## src/rtl/mem_arb_pkg.sv

```systemverilog
// Shared types and default widths for the IF/LS memory-port arbiter.
package mem_arb_pkg;

  localparam int DEF_ADDR_W      = 32;
  localparam int DEF_DATA_W      = 32;
  localparam int DEF_MEM_LATENCY = 2;

  typedef enum logic [1:0] {
    ST_IDLE  = 2'd0,
    ST_ISSUE = 2'd1,
    ST_WAIT  = 2'd2,
    ST_RESP  = 2'd3
  } state_t;

  typedef enum logic {
    OWN_IF = 1'b0,
    OWN_LS = 1'b1
  } owner_t;

  function automatic owner_t other_owner(input owner_t o);
    return (o == OWN_IF) ? OWN_LS : OWN_IF;
  endfunction

endpackage

```

## src/rtl/rr_arbiter2.sv

```systemverilog
// Two-way round-robin grant: a lone request wins, a tie goes to the side
// that did not win last time.
module rr_arbiter2
  import mem_arb_pkg::*;
(
  input  logic [1:0] req,
  input  owner_t     last_grant,
  output owner_t     grant
);

  always_comb begin
    grant = OWN_IF;
    if (req == 2'b11) grant = other_owner(last_grant);
    else if (req[1])  grant = OWN_LS;
  end

endmodule

```

## src/rtl/mem_port_arbiter.sv

```systemverilog
// Shares one fixed-latency single-port memory between instruction fetch and
// load/store; one transaction in flight, outputs decoded from registered state.
module mem_port_arbiter
  import mem_arb_pkg::*;
#(
  parameter int ADDR_W      = DEF_ADDR_W,
  parameter int DATA_W      = DEF_DATA_W,
  parameter int MEM_LATENCY = DEF_MEM_LATENCY
) (
  input  logic                clock,
  input  logic                reset,
  input  logic                if_req,
  input  logic [ADDR_W-1:0]   if_addr,
  output logic                if_ready,
  output logic                if_rvalid,
  output logic [DATA_W-1:0]   if_rdata,
  input  logic                ls_req,
  input  logic                ls_we,
  input  logic [DATA_W/8-1:0] ls_wstrb,
  input  logic [ADDR_W-1:0]   ls_addr,
  input  logic [DATA_W-1:0]   ls_wdata,
  output logic                ls_ready,
  output logic                ls_rvalid,
  output logic [DATA_W-1:0]   ls_rdata,
  output logic                mem_en,
  output logic                mem_we,
  output logic [DATA_W/8-1:0] mem_wstrb,
  output logic [ADDR_W-1:0]   mem_addr,
  output logic [DATA_W-1:0]   mem_wdata,
  input  logic [DATA_W-1:0]   mem_rdata
);

  localparam int STRB_W = DATA_W / 8;
  localparam int CNT_W  = $clog2(MEM_LATENCY + 1);
  localparam logic [CNT_W-1:0] CNT_ONE  = CNT_W'(1);
  localparam logic [CNT_W-1:0] CNT_LOAD = CNT_W'(MEM_LATENCY);

  state_t              state, state_nxt;
  owner_t              owner, last_grant, grant;
  logic [CNT_W-1:0]    cnt;
  logic [ADDR_W-1:0]   addr_q;
  logic                we_q;
  logic [STRB_W-1:0]   wstrb_q;
  logic [DATA_W-1:0]   wdata_q;
  logic [DATA_W-1:0]   if_rdata_q, ls_rdata_q;
  logic                any_req, load, capture;
  logic [DATA_W-1:0]   rdata_cap;

  rr_arbiter2 u_rr (
    .req        ({ls_req, if_req}),
    .last_grant (last_grant),
    .grant      (grant)
  );

  assign any_req   = if_req | ls_req;
  assign load      = (state == ST_IDLE) && any_req;
  assign capture   = (state == ST_WAIT) && (cnt == CNT_ONE);
  assign rdata_cap = we_q ? '0 : mem_rdata;

  // NOTE: state and datapath registers use non-blocking assignments so every
  // flop samples pre-edge values regardless of process ordering.
  always_ff @(posedge clock or negedge reset) begin
    if (!reset) state <= ST_IDLE;
    else        state <= state_nxt;
  end

  // NOTE: next state defaults to the current state before the case so no
  // path leaves it unassigned and no latch is inferred.
  always_comb begin
    state_nxt = state;
    case (state)
      ST_IDLE:  if (any_req) state_nxt = ST_ISSUE;
      ST_ISSUE: state_nxt = ST_WAIT;
      ST_WAIT:  if (cnt == CNT_ONE) state_nxt = ST_RESP;
      ST_RESP:  state_nxt = ST_IDLE;
      default:  state_nxt = ST_IDLE;
    endcase
  end

  // NOTE: every latched field is reset, not just control, so the outputs and
  // any later debug view start from known zeros.
  always_ff @(posedge clock or negedge reset) begin
    if (!reset) begin
      owner      <= OWN_IF;
      last_grant <= OWN_LS;
      cnt        <= '0;
      addr_q     <= '0;
      we_q       <= 1'b0;
      wstrb_q    <= '0;
      wdata_q    <= '0;
      if_rdata_q <= '0;
      ls_rdata_q <= '0;
    end else begin
      if (load) begin
        owner      <= grant;
        last_grant <= grant;
        if (grant == OWN_IF) begin
          addr_q  <= if_addr;
          we_q    <= 1'b0;
          wstrb_q <= '0;
          wdata_q <= '0;
        end else begin
          addr_q  <= ls_addr;
          we_q    <= ls_we;
          wstrb_q <= ls_wstrb;
          wdata_q <= ls_wdata;
        end
      end
      if (state == ST_ISSUE)     cnt <= CNT_LOAD;
      else if (state == ST_WAIT) cnt <= cnt - CNT_ONE;
      if (capture) begin
        if (owner == OWN_IF) if_rdata_q <= rdata_cap;
        else                 ls_rdata_q <= rdata_cap;
      end
    end
  end

  // Read data is only presented alongside its rvalid; the registers hold otherwise.
  always_comb begin
    if_ready  = 1'b0;
    if_rvalid = 1'b0;
    if_rdata  = '0;
    ls_ready  = 1'b0;
    ls_rvalid = 1'b0;
    ls_rdata  = '0;
    mem_en    = 1'b0;
    mem_we    = 1'b0;
    mem_wstrb = '0;
    mem_addr  = '0;
    mem_wdata = '0;
    case (state)
      ST_ISSUE: begin
        mem_en    = 1'b1;
        mem_we    = we_q;
        mem_wstrb = wstrb_q;
        mem_addr  = addr_q;
        mem_wdata = wdata_q;
        if (owner == OWN_IF) if_ready = 1'b1;
        else                 ls_ready = 1'b1;
      end
      ST_RESP: begin
        if (owner == OWN_IF) begin
          if_rvalid = 1'b1;
          if_rdata  = if_rdata_q;
        end else begin
          ls_rvalid = 1'b1;
          ls_rdata  = ls_rdata_q;
        end
      end
      default: ;
    endcase
  end

endmodule

```

## config.mk

```make
export PLATFORM = sky130hd
export DESIGN_NAME = mem_port_arbiter
export DESIGN_NICKNAME = d
export VERILOG_FILES = /design/src/rtl/mem_arb_pkg.sv /design/src/rtl/rr_arbiter2.sv /design/src/rtl/mem_port_arbiter.sv
export SDC_FILE = /design/constraint.sdc
export NUM_CORES = 1
export LEC_CHECK = 0
export BUFFER_PORTS_ARGS = -buffer_cell sky130_fd_sc_hd__buf_4
export CAP_MARGIN = 5
export CORE_AREA = 2 2 118 166
export CTS_CLUSTER_SIZE = 40
export DETAILED_ROUTE_END_ITERATION = 10
export DIE_AREA = 0 0 120 168
export PLACE_DENSITY = 0.67
export SLEW_MARGIN = 20
export SYNTH_ARGS = -nofsm -noshare
export SYNTH_HDL_FRONTEND = slang
export SYNTH_SLANG_ARGS = --single-unit
```

## constraint.sdc

```tcl
create_clock -name clock -period 2 [get_ports clock]
set_input_delay 0.2 -clock clock [delete_from_list [all_inputs] [get_ports clock]]
set_output_delay 0.2 -clock clock [all_outputs]
set_load 0.05 [all_outputs]
```

# After elaboration in Yosys (flattened, before gate mapping)
# Cells that the tools add are included.
# W data, S select, Z words.
# op_classes
add_sub_neg	1
multipliers	0
div_mod_pow	0
magnitude_cmp	0
n_eq_ne	7
shifts	0
muxes	28
bitwise_logic	2
n_reduce_logical	7
# ops
cell	n
$mux W32	9
$mux W1	12
$mux W2	4
$mux W4	2
$pmux W2 S4	1
$eq A2 B2 Y1 const B	3
$reduce_and A2 Y1	3
$eq A2 B1 Y1 const B	2
$ne A2 B2 Y1 const B	2
$logic_and A1 B1 Y1	2
$logic_not A2 Y1	1
$reduce_bool A2 Y1	1
$sub A2 B1 Y2 const B	1
$not A1 Y1	1
$or A1 B1 Y1	1
# word_totals
regBits	139
latchBits	0
ramBits	0
rom_bits	0
input_bits	137
output_inout_bits	138
n_memories	0

# Longest topological paths before layout
# Gate-level depths: netlist of run 1.
# logic_depth
ltp_word	3
ltp_mapped	6
mapped_depth_nobuf	5

# By module
# A second synthesis of run 1 with hierarchy kept.
# unflattened
cells_unflattened	728
area_unflattened_um2	6770.2
# by_module_without_submodules
module	instances	cells_each	area_each_um2	seq_area_each_um2
mem_port_arbiter	1	727	6759.0	3479.6
rr_arbiter2	1	1	11.3	0.0

# Least setup slack after synthesis of run 1
# Ideal clock, no wire load.
# synth_timing
path_type	register -> output
from	register state[1]
to	output if_ready
t_arrival_ns	1.600
required_time_ns	1.800
setup_slack_ns	0.200
stages_incl_launch_ff	5
path_buffers	1
path_cell_list	dfrtp_1 > inv_1 > ha_1 > clkbuf_1 > nor2b_1
# synth_between
elab_chain_cells	2
# synth_rtl
element	line_no	rtl
from (decl)	mem_port_arbiter.sv:38	state_t state, state_nxt;
from (signal assigned)	mem_port_arbiter.sv:64	else state <= state_nxt;
$eq A2 B1 Y1	mem_port_arbiter.sv:131	case (state)
$mux W1	mem_port_arbiter.sv:131	
to (decl)	mem_port_arbiter.sv:14	output logic if_ready,
# No other way between the ends.

# Worst setup path after layout of run 1
# layout_timing
from	register state[1]
to	output if_rdata[16]
# layout_between
elab_chain_cells	2
# layout_rtl
element	line_no	rtl
$eq A2 B2 Y1	mem_port_arbiter.sv:131	
$mux W32	mem_port_arbiter.sv:131	
to (decl)	mem_port_arbiter.sv:16	output logic [DATA_W-1:0] if_rdata,
# No other way between the ends.

==> qor.yml, run 1 <==
status: "completed"
rows: 60
whs_ns: 0.0218
drt-total-wl_um: 20100
viasPerCell: 4.73
period_needed_ns: 1.97
seqPwrFrac_pct: 29.9
clock_sinks: 139
start_util_pct: 34.2
grt_overflow: 0
worst_pin_slew_ns: 0.581
path_cells: "ha_4 -> nor2b_4 -> buf_12 -> clkbuf_16 -> and2_4 -> buf_6"
grt_max_degree: 72
startpoint_type: "flip-flop"
synth_area_leaders: "dfrtp_1, and2_1, nand2_1"
crit_arrival_ns: 1.77
worstPathRequired_ns: 1.80
p_int_uw: 9470
comb_power_share_pct: 50.2
wl_per_cell_um: 16.2
dpl_cell_area_um2: 8810
place_inst: 1166
setup.reg_to_reg.worst_slack_ns: 0.20
syn_inst: 683
worst_path_largest_cell_delay_ns: 0.45
clkPwrFrac_pct: 19.9
synth_top_area_share_pct: 53.6
vdd_ir_drop_max_mv: 0.687
rsz0062_at_grt: "true"
layout_setup_ws_ns: 0.0274
skew_ns: 0.0112
ant_nets: 0
hp-class: "in2reg"
sw_frac_of_total_pct: 43.2
area_growth_pct: 58.6
cp_max_fo: 8
dp_worst_setup_slack_ns: 0.243
path_class: "reg2out"
drt_iter0_markers: 348
firstDrtPassIters: 4
drc: 0
die_h_um: 168
tns_ns: 0
fmax_mhz: 507
clock-root-buffer: "clkbuf_16"
die_x_um: 120
slew_headroom_pct: 61.3
ys.flop_type: "dfrtp_1"
setup_viol: 0
via_count: 5876
fillers: 1721
antenna_cells: 0
antenna_found_initial: 0
p_sw_uw: 7190
h-tree-depth: 4
post-route-period-util_pct: 98.6
leakagePower_uw: 0.00516
p_per_area_nw_per_um2: 1630
synth_largest_area_cell: "dfrtp_1"
fin_cells: 1243
drive_gt1_share_pct: 37.0
async_reset_ff_share_pct: 100
cp_slowest_cell: "dfrtp_2"
coreArea_um2: 18800
syn_nets: 827
dieArea_um2: 20200
routabilityCongestion: 0.801
synth.distinct_cells: 27
cts.path.max_buffers: 2
slew_violations: 0
end_kind: "output pin"
ys_seq_area_share_pct: 54.0
grt_usage_pct: 19.7
final_area_um2: 10200
grt_pass1_vias: 6101
ys_ff_latch: 139
syn_area_per_cell_um2: 9.43
yosys_warnings: 0
clk_latency_ns: 0.41
cts_tree: "done"
maxCapViolCount: 0
grt_pass1_wl_um: 31300
port_buffers: 274
cts_buffers: 17
ios: 275
path_clk_slew_ns: 0.06
hold_violations: 0
fin_nets: 1126
syn_area_um2: 6440
hpwlAfterDp_um: 12900
synth-edff-count: 0
sequential cells by signal, summed over array words and instances (netlist names):
| name | count |
|---|---|
| state | 2 |
| wstrb_q | 4 |
| addr_q | 32 |
| owner | 1 |
| ls_rdata_q | 32 |
| cnt | 2 |
| last_grant | 1 |
| we_q | 1 |
| if_rdata_q | 32 |
| wdata_q | 32 |
power groups by stage:
stage / logic [uW] / clock network [uW] / registers, uW
after global placement: 7620 / 0 / 4940
after CTS: 7970 / 3400 / 4950
after global routing: 9050 / 3500 / 5170
after detailed placement: 7710 / 0 / 4990
final: 8360 / 3320 / 4980
after floorplan: 5470 / 0 / 4730
metrics by stage:
step / utilization, % / power (uW)
finish: 54.2 / 16700
global route: 54.2 / 17700
CTS: 52.4 / 16300
detailed placement: 46.8 / 12700
global placement: 46.8 / 12600
floorplan: - / 10200
cell usage in the layout, fill, tap and decap left out, drive strengths merged, types with 2 or more instances in the layout:
cell	count
dlygate4sd3	37
clkinv	3
o21ai	67
and3	32
a22o	37
ha	7
a21o	2
dfrtp	138
and2	104
clkinvlp	2
nor2	34
nand2b	32
nor2b	4
bufinv	3
inv	9
clkbuf	20
a21oi	65
nand2	96
mux2	2
buf	294
critical path: cells and delay by family, from the launching register on:
family / cells / cell delay (ns)
adders and majority gates: 1 / 0.17
buffers and inverters: 3 / 0.44
DFF: 1 / 0.45
and+or+nand+nor: 2 / 0.28
what timing repair did:
action / 4_1_cts / 5_1_grt
hold buffers: 37 / 0
setup endpoints to repair: 123 / 73
gates resized for setup: 10 / 74
endpoints found under the hold margin: 79 / 0
setup buffers: 2 / 2
pin swaps: 0 / 3
gates cloned: 1 / 3
worst paths after layout:
| path | from | cells after the start | endpoint |
|---|---|---|---|
| max | state[1] | 6 | if_rdata[16] |
| min | ls_wdata[5] | 2 | wdata_q[5] |
| max reg2reg | state[0] | 6 | if_rdata_q[6] |
| min reg2reg | ls_rdata_q[11] | 2 | ls_rdata_q[11] |
| max in group asynchronous | reset | 3 | addr_q[30] |
| min in group asynchronous | reset | 2 | wdata_q[18] |
synth_stat cells (2+ instances only):
cell type,n
buf_1,3
buf_6,2
a22o_1,37
dfrtp_1,138
mux2_2,2
a21o_1,2
buf_2,6
inv_1,3
clkbuf_1,42
and2_1,103
ha_1,7
nor2b_1,4
nor2_1,34
o21ai_0,66
nand2b_1,32
a21oi_1,65
and3_1,32
nand2_1,96
cells by family after synthesis:
family                   Yosys count  synth area share, %
AND/OR/NAND/NOR                  304                 24.5
AO/OA/AOI/OAI                    175                 16.2
adder cells (fa/ha/maj)            7                 1.36
flip-flops                       139                 54.0
buffers and inverters             56                 3.61
multiplexers                       2                0.350
cell type report:
type | count | area (um2) | area share, %
multi-input cells | 488 | 2840 | 27.8
well taps | 248 | 310 | 3.04
repair buffers | 333 | 2960 | 28.9
clock buffers | 18 | 439 | 4.30
flip-flops and latches | 139 | 3480 | 34.1
inverters | 3 | 11.3 | 0.110
clock inverters | 14 | 183 | 1.79
layer usage:
layer / track usage [%] / vias up / routed length (um)
met5: 0 / - / 0
met4: 8.75 / 0 / 562
met3: 4.88 / 40 / 1100
met2: 33.7 / 188 / 10500
met1: 23.2 / 2775 / 7930
li1: - / 2873 / -
(Power assumes the default switching activity.)
==> run 2, diff against run 1 <==
--- a/config.mk
+++ b/config.mk
@@ -11,7 +11,7 @@
 export CTS_CLUSTER_SIZE = 40
 export DETAILED_ROUTE_END_ITERATION = 10
 export DIE_AREA = 0 0 120 168
-export PLACE_DENSITY = 0.67
+export PLACE_DENSITY = 0.61
 export SLEW_MARGIN = 20
 export SYNTH_ARGS = -nofsm -noshare
 export SYNTH_HDL_FRONTEND = slang
==> qor.yml, run 2 (synthesis results as in run 1) <==
ios: 275  # unchanged
clock-root-buffer: "clkbuf_16"
cts_tree: "done"
h-tree-depth: 4  # unchanged
vdd_ir_drop_max_mv: 0.877  # +28%
period_needed_ns: 1.97  # +0.00238 ns
whs_ns: 0.00905  # -0.0128 ns
post-route-period-util_pct: 98.7  # +0.12 points
crit_arrival_ns: 1.77  # about the same
fin_cells: 1261  # +1.4%
fin_nets: 1144  # +1.6%
drc: 0  # unchanged
end_kind: "output pin"
grt_pass1_vias: 6303  # +3.3%
cp_max_fo: 8  # unchanged
place_inst: 1167  # +0.086%
rows: 60  # unchanged
worst_path_largest_cell_delay_ns: 0.45  # about the same
start_util_pct: 34.2  # unchanged
final_cell_mix: "buf_4, dfrtp_1, nand2_1"
firstDrtPassIters: 5  # +1
path_cells: "ha_4 -> nor2b_4 -> buf_12 -> clkbuf_16 -> and2_4 -> buf_8"
viasPerCell: 4.84  # +2.4%
fillers: 1707  # -0.81%
status: "completed"
ff_latch_area_um2: 3480  # about the same
drive_gt1_share_pct: 36.5  # -0.46 points
grt_overflow: 0  # unchanged
clk_latency_ns: 0.43  # +0.02 ns
worst-path-buf-inv: 3  # unchanged
fmax_mhz: 506  # -0.12%
coreArea_um2: 18800  # unchanged
slew_headroom_pct: 61.3  # about the same
cp_slowest_cell: "dfrtp_2"
ant_nets: 0  # unchanged
multi_input_area_um2: 2840  # unchanged
startpoint_type: "flip-flop"
p_per_area_nw_per_um2: 1620  # -0.84%
path_class: "reg2out"
hp-class: "in2reg"
worst_pin_slew_ns: 0.580  # -0.000727 ns
cts.path.max_buffers: 2  # unchanged
drt-total-wl_um: 21900  # +9.0%
die_h_um: 168  # unchanged
final_common_cell: "buf_4"
slew_violations: 0  # unchanged
area_growth_pct: 65.1
die_x_um: 120  # unchanged
hold_violations: 0  # unchanged
drt_iter0_markers: 287  # -18%
via_count: 6107  # +3.9%
grt_pass1_wl_um: 33200  # +6.1%
path_delay_family: "flip-flops"
wl_per_cell_um: 17.4  # +7.5%
worstPathRequired_ns: 1.80  # about the same
grt_usage_pct: 21.2  # +1.5 points
dieArea_um2: 20200  # unchanged
setup_viol: 0  # unchanged
skew_ns: 0.00973  # -0.00146 ns
power_uw: 17200  # +3.2%
maxCapViolCount: 0  # unchanged
cts_buffers: 17  # unchanged
antenna_cells: 0  # unchanged
rsz0062_at_grt: "true"
leakagePower_uw: 0.00529  # +2.5%
routabilityCongestion: 0.785  # -2.0%
clock_sinks: 139  # unchanged
grt_max_degree: 67  # -6.9%
port_buffers: 274  # unchanged
path_clk_slew_ns: 0.06  # about the same
antenna_found_initial: 0  # unchanged
hpwlAfterDp_um: 13600  # +5.2%
## run 2: worst paths after layout
kind                       cells past startpoint      startpoint        endpoint  slack (ns)
max reg2reg                                    7        state[0]       addr_q[5]        0.21
min reg2reg                                    2  if_rdata_q[27]  if_rdata_q[27]        0.47
max in group asynchronous                      3           reset       addr_q[8]        1.12
max                                            6        state[1]    if_rdata[20]        0.03
min in group asynchronous                      2           reset     wdata_q[18]        0.19
min                                            3     if_addr[20]      addr_q[20]       0.009
## run 2: layout make-up
cell class	instances	share of cell area [%]
Sequential cell	139	32.7
Timing Repair Buffer	351	31.8
Multi-Input combinational cell	488	26.7
Clock buffer	17	4.00
Tap cell	248	2.92
Clock inverter	15	1.79
Inverter	3	0.106
## run 2: worst min-delay path: stages
cell	delay (ns)
buf_4	0.11
nand2_1	0.04
a21oi_1	0.05
## run 2: stage by stage
stage	setup TNS, ns	cell area [um2]	setup WS (ns)	util (%)
6_report	0	10600	0.0250	56.4
5_1_grt	-1.49	10600	-0.0511	56.4
4_1_cts	-0.784	10200	-0.0511	54.0
3_5_place_dp	0	8810	0.244	46.8
3_3_place_gp	0	8810	0.314	46.8
2_1_floorplan	0	6440	0.200	-
## run 2: per-layer routing
metal,up-vias,routed length (um),GRT usage (%)
met5,-,0,0
met4,0,495,8.18
met3,39,1510,6.23
met2,217,11700,37.3
met1,2931,8210,23.9
li1,2920,-,-
## run 2: power breakdown
part	switching, uW	leakage, uW	internal (uW)
Clock	1310	0.000292	1980
Sequential	742	0.00168	4230
Combinational	5370	0.00332	3550
Total	7430	0.00529	9760
## run 2: repair_timing
item / 4_1_cts / 5_1_grt
setup buffers: 2 / 3
pin swaps: 0 / 15
resized for setup: 40 / 105
hold buffers: 52 / 0
setup endpoints to repair: 127 / 102
gates cloned: 2 / 3
hold endpoints to repair: 140 / 0
==> run 3, diff against run 2 <==
--- a/config.mk
+++ b/config.mk
@@ -11,7 +11,7 @@
 export CTS_CLUSTER_SIZE = 40
 export DETAILED_ROUTE_END_ITERATION = 10
 export DIE_AREA = 0 0 120 168
-export PLACE_DENSITY = 0.61
+export PLACE_DENSITY = 0.63
 export SLEW_MARGIN = 20
 export SYNTH_ARGS = -nofsm -noshare
 export SYNTH_HDL_FRONTEND = slang
==> constraint.sdc (replaced) <==
create_clock -name clock -period 1.7 [get_ports clock]
set_input_delay 0.17 -clock clock [delete_from_list [all_inputs] [get_ports clock]]
set_output_delay 0.17 -clock clock [all_outputs]
set_load 0.05 [all_outputs]
==> qor.yml, run 3 (synthesis results as in run 1) <==
worst-path-stages: 5  # -1
maxCapViolCount: 0  # unchanged
slew_violations: 0  # unchanged
path_class: "reg2out"
path_clk_slew_ns: 0.06  # about the same
worstRegToRegCells: 5  # -2
via_count: 6123  # +0.26%
wl_per_cell_um: 16.9  # -2.6%
grt_max_degree: 65  # -3.0%
clock_sinks: 139  # unchanged
setup_viol: 128  # +128
clk_latency_ns: 0.42  # about the same
top_layer: "met4"
met3_length_um: 1530  # +1.4%
p_per_area_nw_per_um2: 1870  # +16%
firstDrtPassIters: 5  # unchanged
grt_pass1_vias: 6456  # +2.4%
crit_arrival_ns: 1.74  # -0.03 ns
cts_tree: "done"
worst_path_largest_cell_delay_ns: 0.44  # about the same
hp-class: "in2reg"
rows: 60  # unchanged
drt-total-wl_um: 21800  # -0.73%
worst_pin_slew_ns: 0.544  # -0.0358 ns
grt_pass1_wl_um: 34400  # +3.6%
rsz0062_at_grt: "true"
cp_max_fo: 22  # +14
viasPerCell: 4.76  # -1.6%
ios: 275  # unchanged
grt_overflow: 0  # unchanged
die_h_um: 168  # unchanged
critical_path.endpoint: "mem_addr[3]"
clock-root-buffer: "clkbuf_16"
post-route-period-util_pct: 112
port_buffers: 274  # unchanged
met1_length_um: 8210  # about the same
startpoint_type: "flip-flop"
violations: "negative setup slack"
routabilityCongestion: 0.803  # +2.3%
setup.reg_to_reg.worst_slack_ns: 0.08  # -0.13 ns
r2r_end: "state[1]"
dieArea_um2: 20200  # unchanged
slew_headroom_pct: 63.5  # +2.2 points
cp_slowest_cell: "dfrtp_2"
fmax_mhz: 524
cts_buffers: 17  # unchanged
fin_cells: 1285  # +1.9%
cts.path.max_buffers: 2  # unchanged
die_x_um: 120  # unchanged
hpwlAfterDp_um: 13900  # +2.6%
drive_gt1_share_pct: 39.7  # +3.1 points
place_inst: 1179  # +1.0%
cp-startpoint: "state[1]"
area_growth_pct: 75.2
dp_worst_setup_slack_ns: 0.121  # -0.124 ns
path_delay_family: "buffers and inverters"
end_kind: "output pin"
leakagePower_uw: 0.00549  # +3.8%
wl_met2_um: 11400  # -2.7%
h-tree-depth: 4  # unchanged
grt_usage_pct: 21.9  # +0.75 points
status: "complete, but fails checks"
path_cells: "inv_2 -> ha_4 -> buf_16 -> and2_1 -> buf_6"
drc: 0  # unchanged
hold_violations: 0  # unchanged
final_common_cell: "buf_4"
final_cell_mix: "buf_4, dfrtp_1, buf_6"
period_needed_ns: 1.91
vdd_ir_drop_max_mv: 1.17  # +33%
drt_iter0_markers: 323  # +13%
start_util_pct: 34.2  # unchanged
worstPathRequired_ns: 1.53  # -0.27 ns
skew_ns: 0.00515  # -0.00457 ns
ant_nets: 0  # unchanged
antenna_found_initial: 1  # +1
coreArea_um2: 18800  # unchanged
r2r_start: "state[1]"
fin_nets: 1167  # +2.0%
worst-path-buf-inv: 3  # unchanged
layout_setup_ws_ns: -0.207  # -0.232 ns
[run 3: cell types whose count changed in the layout (fill, tap and decap cells not counted), moves of 16 or more]
cell / change
buf_6: +16
buf_4: -40
dlygate4sd3_1: +16
and2_1: -19
buf_8: +28
and2_4: +19
[run 3: how the worst min path moves through the flow]
stage	from	to	slack, ns	cells after the start
final	if_addr[24]	addr_q[24]	0.02	3
after global routing	if_addr[13]	addr_q[13]	0.02	3
after CTS	if_addr[24]	addr_q[24]	0.001	3
after detailed placement	reset	wdata_q[30]	0.07	1
after global placement	reset	wdata_q[30]	0.07	1
after floorplan	reset	addr_q[0]	-0.13	0
[run 3: what timing repair did]
| item | 4_1_cts | 5_1_grt |
|---|---|---|
| endpoints found under the setup margin | 137 | 161 |
| resized for setup | 128 | 129 |
| setup buffers | 3 | 0 |
| hold buffers | 68 | 0 |
| pin swaps | 2 | 7 |
| gates cloned | 2 | 0 |
| endpoints found under the hold margin | 205 | 0 |
[run 3: layer usage]
layer	track usage, %	up-vias
met5	0	-
met4	8.13	0
met3	7.45	37
met2	38.2	221
met1	24.7	2903
li1	-	2962
[run 3: report_power, final]
part	switching [uW]	leakage [uW]	internal [uW]
clock network	1480	0.000314	2550
registers	946	0.00168	4980
logic	6370	0.00350	4790
[run 3: cell type report]
type | count | area, um2
Antenna cell | 1 | 2.50
Clock inverter | 13 | 190
Tap cell | 248 | 310
Inverter | 3 | 11.3
Fill cell | 1588 | 7560
Clock buffer | 19 | 453
Timing Repair Buffer | 374 | 3880
Sequential cell | 139 | 3480
Multi-Input combinational cell | 488 | 2950
[run 3: tightest hold or removal path: cells and delay by family]
family,cells,cell delay (ns)
AOI/OAI and AO/OA,1,0.06
buffers and inverters,1,0.11
and+or+nand+nor,1,0.06
[run 3: metrics by stage]
| step | hold slack (ns) | area (um2) | power, uW | util, % | setup TNS [ns] |
|---|---|---|---|---|---|
| after floorplan | -0.126 | 6440 | 12000 | - | 0 |
| after global placement | 0.0705 | 8960 | 15200 | 47.6 | 0 |
| after detailed placement | 0.0692 | 8960 | 15300 | 47.6 | 0 |
| after CTS | 0.00122 | 10800 | 20500 | 57.4 | -23.44 |
| after global routing | 0.0211 | 11300 | 22400 | 59.9 | -26.34 |
| final | 0.0157 | 11300 | 21100 | 59.9 | -16.65 |
